## config.mk

```make
export PLATFORM = sky130hd
export DESIGN_NAME = barrel_hart_sched
export DESIGN_NICKNAME = d
export VERILOG_FILES = /design/src/rtl/barrel_hart_sched.sv
export SDC_FILE = /design/constraint.sdc
export NUM_CORES = 1
export LEC_CHECK = 0
export ABC_CLOCK_PERIOD_IN_PS = 2500
export CAP_MARGIN = 30
export CELL_PAD_IN_SITES_DETAIL_PLACEMENT = 1
export CELL_PAD_IN_SITES_GLOBAL_PLACEMENT = 2
export CORE_ASPECT_RATIO = 1.1
export CORE_MARGIN = 2
export CORE_UTILIZATION = 34
export CTS_CLUSTER_SIZE = 30
export DETAILED_ROUTE_END_ITERATION = 7
export GPL_TIMING_DRIVEN = 0
export PLACE_DENSITY = 0.85
export RECOVER_POWER = 100
export SYNTH_ARGS = -nofsm -noshare
export SYNTH_HDL_FRONTEND = slang
export SYNTH_SLANG_ARGS = --single-unit
```

## constraint.sdc

```tcl
create_clock -name clk -period 2.5 [get_ports clk]
set_input_delay 0.5 -clock clk [delete_from_list [all_inputs] [get_ports clk]]
set_output_delay 0.5 -clock clk [all_outputs]
set_load 0.02 [all_outputs]
```

## src/rtl/barrel_hart_sched.sv

```systemverilog
// Barrel-core hart scheduler: per-hart run state and PC, round-robin issue
// selection over a valid/ready fetch handshake, retire write-back, and a host start port.
module barrel_hart_sched #(
  parameter int unsigned NHARTS = 4,
  parameter int unsigned PCW    = 32,
  localparam int unsigned HW    = $clog2(NHARTS)
) (
  input  logic              clk,
  input  logic              resetn,
  input  logic              start_valid,
  input  logic [HW-1:0]     start_hart,
  input  logic [PCW-1:0]    start_pc,
  output logic              issue_valid,
  input  logic              issue_ready,
  output logic [HW-1:0]     issue_hart,
  output logic [PCW-1:0]    issue_pc,
  input  logic              retire_valid,
  input  logic [HW-1:0]     retire_hart,
  input  logic [PCW-1:0]    retire_next_pc,
  input  logic              retire_halt,
  output logic [NHARTS-1:0] active,
  output logic              all_halted,
  output logic              err,
  output logic [31:0]       retire_count
);

  typedef enum logic [1:0] {
    StIdle     = 2'd0,
    StReady    = 2'd1,
    StInflight = 2'd2
  } hart_st_e;

  localparam logic [PCW-1:0] PcAlignMask = ~PCW'(3);

  hart_st_e       st_q [NHARTS];
  hart_st_e       st_d [NHARTS];
  logic [PCW-1:0] pc_q [NHARTS];
  logic [PCW-1:0] pc_d [NHARTS];
  logic [HW-1:0]  rr_ptr_q, rr_ptr_d;
  logic           err_q, err_d;
  logic [31:0]    cnt_q, cnt_d;

  logic           sel_found;
  logic [HW-1:0]  sel_hart;
  logic [HW-1:0]  scan_idx;
  logic           handshake;

  // Round-robin pick: first READY hart scanning upward from rr_ptr, wrapping naturally.
  always_comb begin
    sel_found = 1'b0;
    sel_hart  = '0;
    scan_idx  = '0;
    for (int unsigned i = 0; i < NHARTS; i++) begin
      scan_idx = rr_ptr_q + HW'(i);
      if (!sel_found && (st_q[scan_idx] == StReady)) begin
        sel_found = 1'b1;
        sel_hart  = scan_idx;
      end
    end
  end

  // Offer depends on registered state only; issue_ready never feeds back into it.
  always_comb begin
    issue_valid = sel_found;
    issue_hart  = sel_hart;
    issue_pc    = sel_found ? pc_q[sel_hart] : '0;
    handshake   = sel_found & issue_ready;
  end

  // Next state: issue, retire and start are checked against registered state, so a hart
  // readied this cycle is only eligible next cycle and illegal requests leave it untouched.
  always_comb begin
    st_d     = st_q;
    pc_d     = pc_q;
    rr_ptr_d = rr_ptr_q;
    err_d    = err_q;
    cnt_d    = cnt_q;
    if (handshake) begin
      st_d[sel_hart] = StInflight;
      rr_ptr_d       = sel_hart + HW'(1);
    end
    if (retire_valid) begin
      if (st_q[retire_hart] == StInflight) begin
        st_d[retire_hart] = retire_halt ? StIdle : StReady;
        pc_d[retire_hart] = retire_next_pc & PcAlignMask;
        cnt_d             = cnt_q + 32'd1;
      end else begin
        err_d = 1'b1;
      end
    end
    if (start_valid) begin
      if (st_q[start_hart] == StIdle) begin
        st_d[start_hart] = StReady;
        pc_d[start_hart] = start_pc & PcAlignMask;
      end else begin
        err_d = 1'b1;
      end
    end
  end

  // State registers with asynchronous clear.
  always_ff @(posedge clk or negedge resetn) begin
    if (!resetn) begin
      for (int unsigned i = 0; i < NHARTS; i++) begin
        st_q[i] <= StIdle;
        pc_q[i] <= '0;
      end
      rr_ptr_q <= '0;
      err_q    <= 1'b0;
      cnt_q    <= '0;
    end else begin
      st_q     <= st_d;
      pc_q     <= pc_d;
      rr_ptr_q <= rr_ptr_d;
      err_q    <= err_d;
      cnt_q    <= cnt_d;
    end
  end

  // Status outputs derived from registered state.
  always_comb begin
    for (int unsigned i = 0; i < NHARTS; i++) begin
      active[i] = (st_q[i] != StIdle);
    end
    all_halted   = ~|active;
    err          = err_q;
    retire_count = cnt_q;
  end

endmodule

```

After elaboration in Yosys (flattened, before gate mapping)
Cells that the tools add are included.
{"block": "totals", "register_bits": 171, "inputBits": 74, "output_inout_bits": 73}
{"block": "op_classes", "addsub": 5, "n_eq_ne": 5, "order_cmp": 10, "n_reduce_logical": 17, "muxes": 57, "bitwise_logic": 14}
{"cell": "two-way mux 128 bit", "count": 4}
{"cell": "bitwise mux 128 bit", "count": 2}
{"cell": "two-way mux 32 bit", "count": 5}
{"cell": "demux 32 bit (select 2 bit)", "count": 2}
{"cell": "binary-select mux 32 bit (select 2 bit)", "count": 1}
{"cell": "two-way mux 8 bit", "count": 5}
{"cell": "two-way mux 2 bit", "count": 19}
{"cell": "adder 32 x 1 -> 32 bit (second input constant)", "count": 1}
{"cell": "binary-select mux 2 bit (select 2 bit)", "count": 6}
{"cell": "greater-or-equal comparator 3 bit (second input constant)", "count": 7}
{"cell": "inverter 2 -> 3 bit", "count": 7}
{"cell": "demux 2 bit (select 2 bit)", "count": 3}
{"cell": "< comparator 3 x 1 -> 1 bit (second input constant)", "count": 3}
{"cell": "two-way mux 1 bit", "count": 9}
{"cell": "AND 4 bit", "count": 2}
{"cell": "bitwise mux 8 bit", "count": 1}
{"cell": "== test 2 x 1 -> 1 bit (second input constant)", "count": 4}
{"cell": "inverter 4 bit", "count": 2}
{"cell": "OR 4 bit", "count": 2}
{"cell": "nonzero test 2 bit", "count": 4}
{"cell": "logical AND 1 bit", "count": 6}
{"cell": "adder 2 x 1 -> 2 bit (second input constant)", "count": 2}
{"cell": "adder 2 bit (second input constant)", "count": 2}
{"cell": "zero test 1 bit", "count": 4}
{"cell": "other kinds (5)", "count": 5}

Longest topological paths before layout
{"block": "depth", "word_depth": 29, "ltp_mapped": 7, "ltp_nobuf": 7}

Least setup slack after synthesis
No wires, ideal clock.
{"block": "synth_path", "path_kind": "reg-to-output", "from": "register st_q[6] (netlist bit)", "to": "output port issue_pc[10]", "stages_incl_launch_ff": 8, "arrival_time_ns": 1.867, "t_required_ns": 2.000, "path_slack_ns": 0.133, "n_path_buf": 2, "path_cell_list": "dfrtp_1 -> nor2b_1 -> nor3_1 -> o311a_1 -> clkbuf_1 -> clkbuf_1 -> a22oi_1 -> o22ai_1"}
{"block": "synth_between", "elab_chain_len": 19, "word_cells_on_any_way": 35, "classes_between": "eq/ne: 4; mux: 24; bitwise: 1; reduce/logical: 6"}
{"element": "from (decl)", "line": "35", "text": "hart_st_e st_q [NHARTS];"}
{"element": "from (signal, indexed assignment)", "line": "105", "text": "st_q[i] <= StIdle;"}
{"element": "from (signal assigned)", "line": "112", "text": "st_q <= st_d;"}
{"element": "binary-select mux 2 bit (select 2 bit)", "line": "55", "text": "if (!sel_found && (st_q[scan_idx] == StReady)) begin"}
{"element": "two-way mux 2 bit (implied by the code) (2 in a row)", "line": "55"}
{"element": "== test 2 x 1 -> 1 bit", "line": "55"}
{"element": "two-way mux 1 bit", "line": "55"}
{"element": "zero test 1 bit", "line": "55"}
{"element": "logical AND 1 bit", "line": "55"}
{"element": "two-way mux 1 bit", "line": "55"}
{"element": "zero test 1 bit", "line": "55"}
{"element": "logical AND 1 bit", "line": "55"}
{"element": "two-way mux 1 bit", "line": "55"}
{"element": "zero test 1 bit", "line": "55"}
{"element": "logical AND 1 bit", "line": "55"}
{"element": "two-way mux 2 bit", "line": "55"}
{"element": "inverter 2 -> 3 bit (implied by the code)", "line": "66", "text": "issue_pc = sel_found ? pc_q[sel_hart] : '0;"}
{"element": "binary-select mux 32 bit (select 2 bit)", "line": "66"}
{"element": "two-way mux 32 bit (implied by the code) (2 in a row)", "line": "66"}
{"element": "two-way mux 32 bit (*)", "line": "66"}
{"element": "to (decl)", "line": "16", "text": "output logic [PCW-1:0] issue_pc,"}
Every way passes the cells marked *; elsewhere a longest branch is shown, timed or not. The select of a mux whose other input is x is not followed.

Final worst setup path
{"block": "layout_path", "from": "register rr_ptr_q[0]", "to": "output port issue_pc[12]"}
{"block": "layout_between", "elab_chain_len": 20, "word_cells_on_any_way": 42, "classes_between": "add/sub: 3; eq/ne: 4; mux: 24; bitwise: 5; reduce/logical: 6"}
{"element": "from (decl)", "line": "39", "text": "logic [HW-1:0] rr_ptr_q, rr_ptr_d;"}
{"element": "from (signal assigned)", "line": "114", "text": "rr_ptr_q <= rr_ptr_d;"}
{"element": "parallel branches: the longest is 19 deep, another holds adder 2 x 1 -> 2 bit"}
{"element": "two-way mux 32 bit (*)", "line": "66"}
Mark *: on every way between the ends. The select of a mux whose other input is x is not followed.

==> run_results.csv <==
group,metric,value,unit
outcome,outcome,"complete, but fails checks",
outcome,violations,"max-capacitance violations, max-slew violations, negative setup slack",
layout,area_growth,37.0,%
pwr,p_int,9.65,mW
floorplan,dieArea,27300,um2
place,place_inst,1364,
detailed_routing,ant_nets,0,
pwr,power_frac_clock,16.7,%
global_routing,overflow,0,
clock_network,clk_latency,0.44,ns
place,dp_hpwl,19900,um
synth,ys_types,51,
timing,finalCritPeriodShare,120,%
synth,ys_warn_count,0,
worst_setup_path,worst_ep_required_time,2.00,ns
clock_network,cts_tree,"built",
detailed_routing,drt-pass1-iter-count,4,
worst_hold_path,min_path_type,"register to register",
floorplan,ioPinCount,147,
clock_network,clk_pin_slew,0.08,ns
layout,fillers,2838,
timing,setup_viol,35,
detailed_routing,drc,0,
worst_setup_path,slowest_stage,"dfrtp_2",
pwr,power_frac_comb,54.9,%
pwr,peakVddDrop,0.720,mV
detailed_routing,dr.first_iter.drc_count,454,
timing,tightest_slew,2.35,ns
pwr,seq_power_share,28.4,%
synth,synth_top_area_share,48.4,%
floorplan,start_util,34.8,%
global_routing,grt_first_pass_wirelength,47600,um
layout,final_cell_mix,"dfrtp_1, mux2i_1, clkdlybuf4s50_1",
pwr,p_total,16.5,mW
global_routing,grt_max_degree,91,
timing,relSlewSlack,-56.9,%
run,cap_viol_max_count,1,
timing,worst_slack,-0.497,ns
floorplan,die_x,158,um
clock_network,htreeDepth,4,
synth,syn_avg_cell_area,10.1,um2
worst_setup_path,crit_buf_inv,3,
detailed_routing,wl,31100,um
global_routing,gr-usage-all-layers,22.6,%
worst_setup_path,cp_max_fo,5,
worst_setup_path,path_cells,"or3b_4 -> o311ai_4 -> o21a_2 -> buf_4 -> buf_12 -> mux2i_4 -> o22ai_2 -> buf_2",
layout,fin_cells,1431,
worst_setup_path,worstSetupStartpointType,"register",
place,place.gp.congestion,0.760,
place,pre_cts_slack,-1.01,ns
pwr,p_leak,5.55,nW
timing,fmax,334,MHz
timing,report.final.slew_viol_count,90,
synth,synth_top_area_cell,"dfrtp_1",
layout,final_common_cell,"dfrtp_1",
layout,drive_gt1_share,20.1,%
synth,synth_edf_count,0,
floorplan,std_cell_rows,61,
synth,synthesis.area,8840,um2
floorplan,core,25400,um2
synth,ys_seq_area_share,48.4,%
worst_setup_path,worstPathArrival,2.50,ns
clock_network,cts_sinks,171,
synth,synthArstFlopShare,100,%
pwr,switching_power,6.85,mW
synth,syn_nets,950,
synth,ys_seq_elements,171,
detailed_routing,viasPerCell,5.40,
place,portBuffers,142,
detailed_routing,vias,7731,
clock_network,cts_buffers,17,
synth,synthCells,875,
pwr,p_sw_share,41.5,%
worst_setup_path,critPathKind,"register to output pin",
timing,grt_setup_unrepaired,"true",
timing,fin_skew,0.0106,ns
worst_setup_path,critPathCaptureType,"output pin",
synth,synthTopCellsByArea,"dfrtp_1, mux2i_1, a21oi_1",
timing,fin_crit,3.00,ns
worst_setup_path,cpPeakStageDelay,0.46,ns
worst_setup_path,critPathTopFamily,"buffers and inverters",
synth,synth_top_flop_cell,"dfrtp_1",
global_routing,grt_pass1_vias,8460,
detailed_routing,wl_per_cell,21.7,um
pwr,cellPowerDensity,1360,nW/um2
floorplan,die_y,173,um
clock_network,clock_path_buffers,2,
clock_network,root_buffer,"clkbuf_16",
timing,hold_viol,0,
layout,diodes,0,
global_routing,antenna_found_initial,0,
layout,final_nets,1147,
==> cell families (layout without fill, tap and decap cells) <==
family,count (synthesis),count (layout),synth area share [%]
DFF,171,171,48.4
adders and majority gates,1,1,0.142
AOI/OAI and AO/OA,206,206,13.6
and+or+nand+nor,238,238,13.2
muxes,157,157,18.2
buffers and inverters,71,281,3.37
xor gates and xnor gates,31,31,3.07
==> layer usage <==
layer	vias to the layer above	share of wire (%)	routed length (um)	global-route usage [%]
li1	3533	-	-	-
met5	-	0	0	0
met1	3980	45	13900	29.6
met4	0	1.5	463	6.44
met2	183	50	15600	38.5
met3	35	3.6	1130	3.38
==> final cells by class <==
cell class	instances	area, um2	share of cell area, %
Timing Repair Buffer	179	1730	14.3
Clock inverter	15	173	1.43
Clock buffer	17	425	3.51
Sequential cell	171	4290	35.4
Inverter	11	43.8	0.362
Tap cell	346	433	3.58
Buffer	59	395	3.27
Multi-Input combinational cell	633	4620	38.2
==> flip-flops by register name, indices dropped and copies added (netlist names) <==
register / flops
st_q: 8
err: 1
pc_q: 128
retire_count: 32
rr_ptr_q: 2
==> cell usage after synthesis, drive strengths merged (13+ instances only) <==
library cell,number
dfrtp,171
mux2i,152
nand2,77
nor2,70
a21oi,65
o21ai,63
clkbuf,47
a22oi,32
o22ai,32
xnor2,21
nand3,15
buf,13
==> power by group through the flow <==
stage          Sequential, mW  Combinational [mW]  Clock, mW
2_1_floorplan            4.41                4.33          0
3_3_place_gp             4.52                6.99          0
3_5_place_dp             4.58                7.10          0
4_1_cts                  4.57                8.29       2.79
5_1_grt                  4.80                9.62       2.90
6_report                 4.68                9.07       2.76
==> stage by stage <==
| step | setup TNS (ns) | util [%] | hold slack (ns) | area [um2] |
|---|---|---|---|---|
| after detailed placement | -53.65 | 42.2 | 0.479 | 10700 |
| final | -14.57 | 47.6 | 0.492 | 12100 |
| after global routing | -27.15 | 47.6 | 0.505 | 12100 |
| after CTS | -13.04 | 46.3 | 0.0846 | 11800 |
| after global placement | -1164.48 | 42.1 | 0.458 | 10700 |
| after floorplan | 0 | - | 0.204 | 8840 |
==> final timing paths <==
path | startpoint | end | slack (ns) | depth (start not counted)
max in group asynchronous | resetn | st_q[2]$_DFF_PN0_ | 0.19 | 1
min in group asynchronous | resetn | retire_count[25]$_DFFE_PN0P_ | 0.72 | 1
setup reg to reg | st_q[1]$_DFF_PN0_ | pc_q[15]$_DFF_PN0_ | 0.02 | 6
hold reg to reg | retire_count[27]$_DFFE_PN0P_ | retire_count[27]$_DFFE_PN0P_ | 0.49 | 1
hold / removal | retire_count[27]$_DFFE_PN0P_ | retire_count[27]$_DFFE_PN0P_ | 0.49 | 1
setup / recovery | rr_ptr_q[0]$_DFFE_PN0N_ | issue_pc[12] | -0.50 | 8
==> worst register-to-register path, cell delays in order, from the launching register on <==
cell and delay [ns]:
dfrtp_2 0.44, buf_4 0.15, nor2b_1 0.13, nand4_1 0.41
clkbuf_1 0.78, mux2i_1 0.32, a21oi_1 0.09
==> repair_timing <==
action / 4_1_cts / 5_1_grt
resized for setup: 252 / 73
pin swaps: 8 / 9
cloned: 3 / 1
buffers inserted: 17 / 17
hold buffers: 0 / 0
setup endpoints to repair: 59 / 41
No activity file was read; power rests on OpenSTA's default activity.
==> variant 1, RTL diff (same settings) <==
The parameter `NHARTS` goes from 4 to 8.
--- a/src/rtl/barrel_hart_sched.sv
+++ b/src/rtl/barrel_hart_sched.sv
@@ -1,7 +1,7 @@
 // Barrel-core hart scheduler: per-hart run state and PC, round-robin issue
 // selection over a valid/ready fetch handshake, retire write-back, and a host start port.
 module barrel_hart_sched #(
-  parameter int unsigned NHARTS = 4,
+  parameter int unsigned NHARTS = 8,
   parameter int unsigned PCW    = 32,
   localparam int unsigned HW    = $clog2(NHARTS)
 ) (
Ports: changed (resized active, issue_hart, retire_hart and start_hart); port bits go from 147 to 154. No check against the original RTL was run, so the function may have changed too.
==> variant 1 against the original RTL <==
The flow still finishes with violations (max-capacitance violations, max-slew violations, negative setup slack); final area increased by 110%; largest cell class unchanged; setup slack worse by 2100 ps; global-route usage rose by 4.8 points; wire length rose to 2.5 times the old value; sequential cell count is 137 higher; area after synthesis is 100% higher.
Power is left out: the tool's default activity adds up to more than one toggle a clock period on the data nets, which glitch-free logic cannot reach.
==> variant 1: results <==
{
  "outcome": "finished with violations",
  "violations": "max-capacitance violations, max-slew violations, negative setup slack",
  "viasPerCell": 5.91,
  "ys_top_cells_by_area": "dfrtp_1 (44%), mux2i_1 (21%), a21oi_1 (5.4%)",
  "nMultiInputCombCells": 1261,
  "synthAdderAreaFrac_pct": 0.283,
  "ys_types": 81,
  "routed-wl-met2_um": 38500,
  "met3WireLength_um": 4650,
  "skew_ps": 30.6,
  "worst_pin_slew_ps": 1780,
  "synth_common_cells": "mux2i_1 (378), dfrtp_1 (308), nor2_1 (210), a21oi_1 (189), clkbuf_1 (114)",
  "place_ws_ps": -3070,
  "avgSynthCellArea_um2": 9.98,
  "inverters": 20,
  "first_pass_iters": 5,
  "htree_levels": 2,
  "final_nets": 2117,
  "drt_iter0_markers": 1287,
  "cts_setup_buffers": 71,
  "m1WireLength_um": 30900,
  "synth.most_common_cell": "mux2i_1",
  "grt_pass1_wl_um": 112000,
  "use_met3_pct": 4.98,
  "signal_buffers": 408,
  "antenna_found_initial": 3,
  "grt_use_met1_pct": 33.4,
  "track_usage_pct": 27.4,
  "fin_setup_tns_ps": -263920,
  "clock_latency_ps": 590,
  "post_cts_resized": 483,
  "maxCapViolations": 1,
  "first_global_vias": 17100,
  "fin_ws_ps": -2630,
  "routedWlPerCell_um": 28.7,
  "setup_viol": 344,
  "hpwl_um": 44100,
  "antenna_cells": 1,
  "nFillCells": 5369,
  "top_layer_used": "met5",
  "largest_register_ffs": 256,
  "yosys.area_share.xor_xnor_pct": 1.69,
  "cts_buffers": 38,
  "holdCritPathClass": "in -> reg",
  "place.gp.congestion": 0.909,
  "io_buffers": 86,
  "drive_gt1_share_pct": 27.7,
  "dp.cells": 2525,
  "buf_share_pct": 18.0,
  "wirelength_um": 78300,
  "syn_nets": 1849,
  "synth_compound_gate_area_share_pct": 13.8,
  "ys_seq_area_share_pct": 43.6,
  "synthMuxAreaShare_pct": 23.5,
  "report.final.slew_viol_count": 113
}
==> variant 1: cell count changes after synthesis, sizes merged, moves of 55 or more <==
cell,delta
nor2,+140
mux2i,+226
a21oi,+124
buf,+55
clkbuf,+67
dfrtp,+137
==> variant 1: stage by stage <==
| stage | util, % | cell area, um^2 | hold WS [ps] |
|---|---|---|---|
| final | 49.3 | 25300 | 310 |
| after global routing | 49.3 | 25300 | 328 |
| after CTS | 47.3 | 24300 | 27.8 |
| after detailed placement | 40.4 | 20700 | 474 |
| after global placement | 40.2 | 20600 | 455 |
| after floorplan | - | 18900 | 204 |
==> variant 1: logic make-up (layout without fill, tap and decap cells) <==
kind of cell	Yosys count	after routing
AOI/OAI and AO/OA	375	375
muxes	397	397
DFF	308	308
xor gates and xnor gates	34	34
and+or+nand+nor	449	451
other	0	1
buffers and inverters	202	494
adders and majority gates	4	4
==> variant 1: path summary, 6_finish.rpt <==
path | cells after the start | slack [ps] | startpoint | end
max in group asynchronous | 3 | 310 | resetn | pc_q[23]
hold reg to reg | 1 | 490 | retire_count[30] | retire_count[30]
min in group asynchronous | 2 | 670 | resetn | retire_count[6]
setup / recovery | 18 | -2630 | rr_ptr_q[0] | issue_pc[1]
hold / removal | 3 | 310 | start_pc[30] | pc_q[30]
setup reg to reg | 19 | -1760 | rr_ptr_q[0] | rr_ptr_q[1]
==> variant 1: worst max-delay path, cell delays in order (launching register included) <==
cell,delay [ps]
dfrtp_1,370
buf_6,130
buf_8,110
inv_8,30
ha_4,290
buf_8,120
buf_12,100
nand3b_1,120
a211o_1,330
mux4_2,530
or4_4,460
a32oi_2,240
a221oi_4,110
buf_12,190
buf_16,160
mux2i_2,190
o22a_1,240
o221ai_4,150
buf_6,170
==> variant 2, RTL diff (config.mk and constraints unchanged) <==
Without the edit above. Reset style: synchronous (`resetn`), changed in one clocked block. Comments in the files are not updated.
--- a/src/rtl/barrel_hart_sched.sv
+++ b/src/rtl/barrel_hart_sched.sv
@@ -99,7 +99,7 @@
   end
 
   // State registers with asynchronous clear.
-  always_ff @(posedge clk or negedge resetn) begin
+  always_ff @(posedge clk) begin
     if (!resetn) begin
       for (int unsigned i = 0; i < NHARTS; i++) begin
         st_q[i] <= StIdle;
Behaviour: not the same (a bounded check fails within 4 cycles, from zero or initial values and one cycle with resetn low; the reset may be asserted at any time).
==> variant 2 against the original RTL <==
The run ends with negative setup slack left; area after synthesis fell by 2.0%; setup slack gained 210 ps; final area is 2.0% lower; die area decreased by 1.9%; wire length increased by 10%; sequential cell count stayed put; cell count increased by 5.4%; sequential share of layout area decreased by 6.4 points; via count is 13% higher; critical path type unchanged.
Power is not compared: it rests on default switching activity, and its combinational part moved more than twofold at a synthesized area within 25%.
==> variant 2: results <==
{
  "outcome": "finished with violations",
  "violations": "negative setup slack",
  "synth_common_cells": "dfxtp_1 (171), nor2_1 (146), mux2i_1 (122), a211oi_1 (93), o21ai_0 (78)",
  "viasPerCell": 5.80,
  "io_buffers": 141,
  "critPathTopFamily": "simple AND/OR/NAND/NOR gates",
  "grt_use_met1_pct": 32.4,
  "first_global_vias": 9084,
  "drt_iter0_markers": 439,
  "fin_ws_ps": -283,
  "slew_headroom_pct": 39.1,
  "rrSetupSlack_ps": 130,
  "synthAdderAreaFrac_pct": 0.144,
  "routed-wl-met2_um": 16800,
  "ys_types": 52,
  "dp.cells": 1448,
  "grt_max_degree": 17,
  "setup_viol": 45,
  "whs_ps": 485,
  "holdPathStages": 2,
  "cpMaxStageDelayCell": "or3b_4",
  "track_usage_pct": 25.3,
  "met3WireLength_um": 1480,
  "yosys.area_share.xor_xnor_pct": 1.52,
  "hpwl_um": 23400,
  "timing.rr.end": "pc_q[45]"
}
==> variant 2: changes by cell type in the layout (fill, tap and decap cells not counted), moves of 42 or more <==
cell and change:
dfxtp_1 +161, a211oi_1 +91, nor2_1 +76, a21oi_1 -44
dlygate4sd3_1 +42, dfrtp_1 -161
==> variant 2: cell type report <==
| type | instances | area, um^2 |
|---|---|---|
| plain buffers | 84 | 512 |
| well taps | 315 | 394 |
| clock inverters | 12 | 118 |
| fillers | 2919 | 13300 |
| flip-flops and latches | 171 | 3450 |
| multi-input cells | 717 | 5210 |
| clock buffers | 19 | 443 |
| inverters | 19 | 73.8 |
| repair buffers | 171 | 1670 |
==> variant 2: timing repair <==
action	CTS	global route
endpoints found under the setup margin	36	51
setup buffers	18	8
resized for setup	288	85
gates cloned	2	3
pin swaps	6	11
==> variant 2: metrics by stage <==
stage	instance area (um^2)	power [mW]
3_3_place_gp	10500	3.85
3_5_place_dp	10500	3.87
2_1_floorplan	8660	3.42
5_1_grt	11900	6.93
4_1_cts	11500	6.61
6_report	11900	6.71
